`config.mk`:
```
export PLATFORM = sky130hd
export DESIGN_NAME = led_breather
export DESIGN_NICKNAME = d
export VERILOG_FILES = /design/src/rtl/led_pkg.sv /design/src/rtl/led_breather_pwm_core.sv /design/src/rtl/led_breather.sv
export SDC_FILE = /design/constraint.sdc
export NUM_CORES = 1
export LEC_CHECK = 0
export ABC_AREA = 1
export BUFFER_PORTS_ARGS = -buffer_cell sky130_fd_sc_hd__buf_2
export CORE_MARGIN = 1.5
export CORE_UTILIZATION = 45
export CTS_BUF_LIST = sky130_fd_sc_hd__clkbuf_16
export DETAILED_ROUTE_END_ITERATION = 12
export PLACE_DENSITY = 0.72
export SLEW_MARGIN = 20
export SYNTH_ARGS = -nofsm -noshare
export SYNTH_HDL_FRONTEND = slang
export SYNTH_HIERARCHICAL = 1
export SYNTH_SLANG_ARGS = --single-unit
```
`constraint.sdc`:
```
create_clock -name clk -period 5.22 [get_ports clk]
set_input_delay 0.783 -clock clk [delete_from_list [all_inputs] [get_ports clk]]
set_output_delay 0.783 -clock clk [all_outputs]
set_load 0.05 [all_outputs]
```
`src/rtl/led_pkg.sv`:
```
// Shared phase encoding for the LED breathing controller.
package led_pkg;

  typedef enum logic [2:0] {
    IDLE      = 3'd0,
    RAMP_UP   = 3'd1,
    HOLD_HI   = 3'd2,
    RAMP_DOWN = 3'd3,
    HOLD_LO   = 3'd4
  } phase_e;

endpackage

```
`src/rtl/led_breather_pwm_core.sv`:
```
// Free-running PWM counter with end-of-period tick and registered LED comparator.
module pwm_core #(
  parameter int PWM_BITS = 8
) (
  input  logic                clk,
  input  logic                rst_n,
  input  logic                run,
  input  logic                clear,
  input  logic [PWM_BITS-1:0] duty,
  output logic                led_out,
  output logic                period_tick
);

  localparam logic [PWM_BITS-1:0] CNT_MAX = '1;

  logic [PWM_BITS-1:0] pwm_cnt;

  // A disable request restarts the period so re-enable always begins at count 0.
  always_ff @(posedge clk or negedge rst_n) begin
    if (!rst_n) begin
      pwm_cnt <= '0;
      led_out <= 1'b0;
    end else begin
      if (run && !clear) pwm_cnt <= pwm_cnt + PWM_BITS'(1);
      else               pwm_cnt <= '0;
      led_out <= run && (pwm_cnt < duty);
    end
  end

  assign period_tick = run && (pwm_cnt == CNT_MAX);

endmodule

```
`src/rtl/led_breather.sv`:
```
// Breathing LED sequencer: ramps PWM duty up, holds, ramps down, holds, repeats.
module led_breather
  import led_pkg::*;
#(
  parameter int PWM_BITS     = 8,
  parameter int STEP_PERIODS = 32,
  parameter int HOLD_PERIODS = 64
) (
  input  logic                clk,
  input  logic                rst_n,
  input  logic                en,
  output logic                led_out,
  output logic [2:0]          phase,
  output logic [PWM_BITS-1:0] duty,
  output logic                period_tick
);

  generate
    if (PWM_BITS < 2 || STEP_PERIODS < 1 || HOLD_PERIODS < 1) begin : g_bad_params
      $error("led_breather: need PWM_BITS>=2, STEP_PERIODS>=1, HOLD_PERIODS>=1");
    end
  endgenerate

  localparam int STEP_W = $clog2(STEP_PERIODS + 1);
  localparam int HOLD_W = $clog2(HOLD_PERIODS + 1);
  localparam logic [PWM_BITS-1:0] DUTY_MAX  = '1;
  localparam logic [STEP_W-1:0]   STEP_LAST = STEP_W'(STEP_PERIODS - 1);
  localparam logic [HOLD_W-1:0]   HOLD_LAST = HOLD_W'(HOLD_PERIODS - 1);

  phase_e              phase_q, phase_nxt;
  logic [PWM_BITS-1:0] duty_q, duty_nxt;
  logic [STEP_W-1:0]   step_cnt, step_nxt;
  logic [HOLD_W-1:0]   hold_cnt, hold_nxt;
  logic                tick;

  pwm_core #(.PWM_BITS(PWM_BITS)) u_pwm_core (
    .clk         (clk),
    .rst_n       (rst_n),
    .run         (phase_q != IDLE),
    .clear       (!en),
    .duty        (duty_q),
    .led_out     (led_out),
    .period_tick (tick)
  );

  always_ff @(posedge clk or negedge rst_n) begin
    if (!rst_n) begin
      phase_q  <= IDLE;
      duty_q   <= '0;
      step_cnt <= '0;
      hold_cnt <= '0;
    end else begin
      phase_q  <= phase_nxt;
      duty_q   <= duty_nxt;
      step_cnt <= step_nxt;
      hold_cnt <= hold_nxt;
    end
  end

  // Disable wins over any step due on the same clock; duty only moves on a tick.
  always_comb begin
    phase_nxt = phase_q;
    duty_nxt  = duty_q;
    step_nxt  = step_cnt;
    hold_nxt  = hold_cnt;
    if (!en) begin
      phase_nxt = IDLE;
      duty_nxt  = '0;
      step_nxt  = '0;
      hold_nxt  = '0;
    end else begin
      case (phase_q)
        IDLE: phase_nxt = RAMP_UP;
        RAMP_UP: if (tick) begin
          if (step_cnt == STEP_LAST) begin
            step_nxt = '0;
            duty_nxt = duty_q + PWM_BITS'(1);
            if (duty_q == DUTY_MAX - PWM_BITS'(1)) phase_nxt = HOLD_HI;
          end else begin
            step_nxt = step_cnt + STEP_W'(1);
          end
        end
        RAMP_DOWN: if (tick) begin
          if (step_cnt == STEP_LAST) begin
            step_nxt = '0;
            duty_nxt = duty_q - PWM_BITS'(1);
            if (duty_q == PWM_BITS'(1)) phase_nxt = HOLD_LO;
          end else begin
            step_nxt = step_cnt + STEP_W'(1);
          end
        end
        HOLD_HI, HOLD_LO: if (tick) begin
          if (hold_cnt == HOLD_LAST) begin
            hold_nxt  = '0;
            phase_nxt = (phase_q == HOLD_HI) ? RAMP_DOWN : RAMP_UP;
          end else begin
            hold_nxt = hold_cnt + HOLD_W'(1);
          end
        end
        default: phase_nxt = IDLE;
      endcase
    end
  end

  assign phase       = phase_q;
  assign duty        = duty_q;
  assign period_tick = tick;

endmodule

```
==> summary.md <==
The run finished with clean final reports. The run gives 0 as the number of hold violations in the final report. Summed over its instances, the top area cell type makes up 35.9% of the synthesized netlist area.

For flop-to-flop paths, the worst setup slack is 2.75 ns. The worst pin sits at a relative slew slack of 49.8%. Global routing used 19.5% of the available tracks. The fraction of synthesized area in multiplexers is 0%. The most critical setup path has its endpoint at period_tick. After detailed routing, the number of remaining DRC violations is 0.

The part of the total power dissipated in the clock network is 27.0%. The effective utilization at floorplan came out at 47.8%. Once detail routing completed, the nets flagged for antenna violations numbered 0.

The placed instances occupy a cell area of 2390 um2. 16 I/O pins were placed. Global routing's busiest layer: met2. Synthesis produced a netlist whose cell count is 320. In the post-synthesis netlist, the biggest area contributors are sky130_fd_sc_hd__dfrtp_1 36%, sky130_fd_sc_hd__nand2_1 14%, sky130_fd_sc_hd__ha_1 7.6%.

The total negative setup slack was 0 ns; the share of synthesized registers carrying an async set or reset was 100%. Cell taking the most area after synthesis: sky130_fd_sc_hd__dfrtp_1. Global routing finished with a remaining overflow of 0.

Buffers placed on the I/O ports in this run total 15. The tools report the portion of total power attributed to sequential cells as 34.3%. Of all nets on the critical path, the largest fanout is 5. The number of global-route vias before repair was 1,903; the via-per-instance ratio was 5.00. The critical path in this run is classified as reg2out. The main flop type after synthesis was sky130_fd_sc_hd__dfrtp_1.

Share of power burned in combinational logic: 38.7%. The post-CTS setup-driven buffer insertion count was 0; the total design power was 0.00100 W. For the hold-fix buffer count after cts, the log shows 0. In this run the horizontal extent of the chip is 74.5 um. STA puts the critical path data arrival time at 1.84 ns. The mean instance size in the synthesized netlist works out to 7.19 um2.

Met1 track demand over resource in global routing: 24.9%. The tree is rooted in a sky130_fd_sc_hd__clkbuf_16. The highest ir drop seen on vdd came out at 0.206 mV. The number of synthesis warnings came out at 6.

The worst path in the final design needs a cycle of 2.62 ns, including I/O delays and setup. The pre-antenna-repair detailed-routing pass consisted of 4 iterations. In this run the critical register-to-register path is launched from u_pwm_core/pwm_cnt[0]$_DFF_PN0_. The synthesized net count is 337.

The capture point of the worst reg-to-reg path was duty[2]$_DFFE_PN0P_. Clock-pin slew was measured on the worst setup and hold paths at 0.05 ns. The most used standard cell by instance count after synthesis is sky130_fd_sc_hd__nand2_1. For this block, the initial DRC count from the detailed router was 108. Across all layers, the routed design uses 2,012 vias.

TritonCTS built the clock tree. Once the clock tree was built, the resizer swapped 0 gates to a different size. The number of antenna violations at the first check in global routing was 0; the layout-stage area growth over the synthesis result was 9.84%. The met3 track demand over resource in global routing came out at 4.61%. Counting along the longest clock path gives a buffer depth of 2. The maximum clock rate is 382 MHz. After routing the design area is 2530 um2. In the final layout, flip-flops and latches occupy 826 um2. The tool flagged a number of max-cap violations equal to 0.

The number of endpoints failing setup at the final stage came out at 0. The number of clock sinks seen by CTS came out at 33. The signal on the critical path passes through ha_1, nand2_1, nor2_2, nand3_1, nor2_1, buf_2. For the total area of multi-input combinational cells, the log shows 1230 um2. CTS built an H-tree with a depth of 2. The average detailed-routed wire length per instance was 11.7 um. For this design the total switching power over the nets is 0.000426 W. Share of synthesized cell area in full adder, half adder and majority cells: 7.61%. Setup repair after global routing left no endpoint under its margin. The HPWL after detailed placement is 3.38 mm.

The number of max-slew violations in the final report was 0; the number of distinct standard cells referenced by the synthesized netlist was 33. In this run the cell area of the synthesized design comes to 2300 um2. The worst setup path is launched from a flip-flop. The final RePlAce weighted congestion was 0.824. Summed over all layers, the routed wires come to 4.71 mm. The internal power of the cells totals 0.000576 W. Power spread over the standard cell area amounts to 396 nW/um2. The main combinational cell family by area after synthesis was simple AND/OR/NAND/NOR gates.

After filler insertion, the fill cell instance count of the layout stands at 492. The run gives 1.27 nW as the leakage power. Between clock sinks in the finished design, the worst skew comes to 0.00359 ns. The xor and xnor area share after synthesis was 1.90%; the pin count of the biggest net entering global routing was 34. Counting flops with a built-in enable in the synthesized netlist gives 0. The first global-routing pass estimated 8.27 mm of wire.

Cells with a size suffix above 1 make up 13.1% of the layout. Clock latency on the worst-skew pair, taken at its later pin, is 0.27 ns. The core outline area was 4820 um2; the floorplan die height was 74.5 um.

The run gives 5 as the number of buffers inserted during clock tree synthesis. The switching part of the total power works out to 42.5%. The most critical setup path has its startpoint at u_pwm_core/pwm_cnt[0]$_DFF_PN0_. For met2 alone, demand over resource in global routing was 32.0%. 0 antenna diodes ended up in the layout. The transition time at the pin with the least slew margin was 0.753 ns; the share of the yosys chip area belonging to registers was 35.9%. The type of element capturing the critical path was an output pin.

The synthesized netlist devotes 8.75% of its cell area to compound gates. Worst reg-to-reg path cell count: 12. The tools report the final net count as 352. The largest single stage delay on the critical path is 0.39 ns.

The cell with the largest stage delay on the worst path was sky130_fd_sc_hd__dfrtp_1. In the synthesized netlist, the cells that appear most often are 84 x sky130_fd_sc_hd__nand2_1, 42 x sky130_fd_sc_hd__inv_1, 36 x sky130_fd_sc_hd__nor2_1. The floorplan step defined a die boundary enclosing 5550 um2. The share of the clock period used by the worst path came out at 50.2%. Of the total synthesized cell area, the portion taken by AND, OR, NAND and NOR gates is 35.4%. The worst endpoint required time came out at 4.44 ns. The worst min-delay path class was reg2reg. The tools report the count of standard-cell rows as 25.

The post-synthesis sequential element count works out to 33.
-- metrics by stage --
stage	hold WS (ns)	std cells	util, %	worst slack [ns]
finish	0.497	402	52.5	2.60
global route	0.525	402	52.5	2.43
CTS	0.495	402	52.5	2.60
detailed placement	0.488	395	49.7	2.80
global placement	0.468	395	49.7	2.90
floorplan	0.454	320	-	2.49
-- registers in the layout, indices dropped and copies added (netlist names) --
| signal | cells |
|---|---|
| step_cnt | 6 |
| u_pwm_core/led_out | 1 |
| hold_cnt | 7 |
| phase | 3 |
| duty | 8 |
| u_pwm_core/pwm_cnt | 8 |
-- cell usage in the layout, fill, tap and decap left out, types with 4 or more instances in the layout --
cell type,synthesis,final
sky130_fd_sc_hd__nand2_1,84,84
sky130_fd_sc_hd__inv_1,42,43
sky130_fd_sc_hd__nor2_1,36,36
sky130_fd_sc_hd__dfrtp_1,33,33
sky130_fd_sc_hd__nand3_1,29,29
sky130_fd_sc_hd__buf_2,1,15
sky130_fd_sc_hd__ha_1,14,14
sky130_fd_sc_hd__a21oi_1,12,12
sky130_fd_sc_hd__o21ai_0,11,11
sky130_fd_sc_hd__nand4_1,8,8
sky130_fd_sc_hd__nor2_2,8,8
sky130_fd_sc_hd__clkbuf_16,0,5
sky130_fd_sc_hd__nand2_2,4,4
sky130_fd_sc_hd__nor3_1,4,4
-- worst min path at each step --
| stage | start | endpoint | slack, ns | cells after the start |
|---|---|---|---|---|
| 5_1_grt | u_pwm_core/pwm_cnt[0]$_DFF_PN0_ | u_pwm_core/pwm_cnt[0]$_DFF_PN0_ | 0.52 | 1 |
| 6_report | u_pwm_core/pwm_cnt[0]$_DFF_PN0_ | u_pwm_core/pwm_cnt[0]$_DFF_PN0_ | 0.50 | 1 |
| 3_3_place_gp | u_pwm_core/pwm_cnt[0]$_DFF_PN0_ | u_pwm_core/pwm_cnt[0]$_DFF_PN0_ | 0.47 | 1 |
| 2_1_floorplan | u_pwm_core/pwm_cnt[0]$_DFF_PN0_ | u_pwm_core/pwm_cnt[0]$_DFF_PN0_ | 0.45 | 1 |
| 4_1_cts | u_pwm_core/pwm_cnt[0]$_DFF_PN0_ | u_pwm_core/pwm_cnt[0]$_DFF_PN0_ | 0.49 | 1 |
| 3_5_place_dp | u_pwm_core/pwm_cnt[0]$_DFF_PN0_ | u_pwm_core/pwm_cnt[0]$_DFF_PN0_ | 0.49 | 1 |
-- power groups by stage --
stage	Combinational (W)	Clock [W]	Sequential [W]
2_1_floorplan	0.000255	0	0.000404
3_3_place_gp	0.000382	0	0.000346
3_5_place_dp	0.000387	0	0.000346
4_1_cts	0.000389	0.000276	0.000342
5_1_grt	0.000434	0.000287	0.000350
6_report	0.000388	0.000270	0.000344
-- cell families after synthesis --
kind of cell | after synthesis
adder cells (fa/ha/maj) | 14
XOR/XNOR | 5
flip-flops | 33
buffers and inverters | 53
AND/OR/NAND/NOR | 180
AO/OA/AOI/OAI | 35
-- layout make-up --
class / instances / share of cell area [%]
Tap cell: 67 / 3.32
Timing Repair Buffer: 15 / 2.97
Inverter: 46 / 6.93
Clock buffer: 5 / 4.95
Clock inverter: 2 / 0.297
Sequential cell: 33 / 32.7
Multi-Input combinational cell: 234 / 48.9
-- metal layers --
metal  up-vias  routed length, um
met5         -                  0
met4         0                 88
met3         9                223
met2        43               2160
met1       913               2230
li1       1047                  -
-- worst max-delay path: cells and delay by family (launching register included) --
family | cells | cell delay, ns
buffers and inverters | 1 | 0.34
adders and majority gates | 1 | 0.20
and+or+nand+nor | 4 | 0.64
DFF | 1 | 0.39
Note: power is estimated with default switching activity, not from simulation.
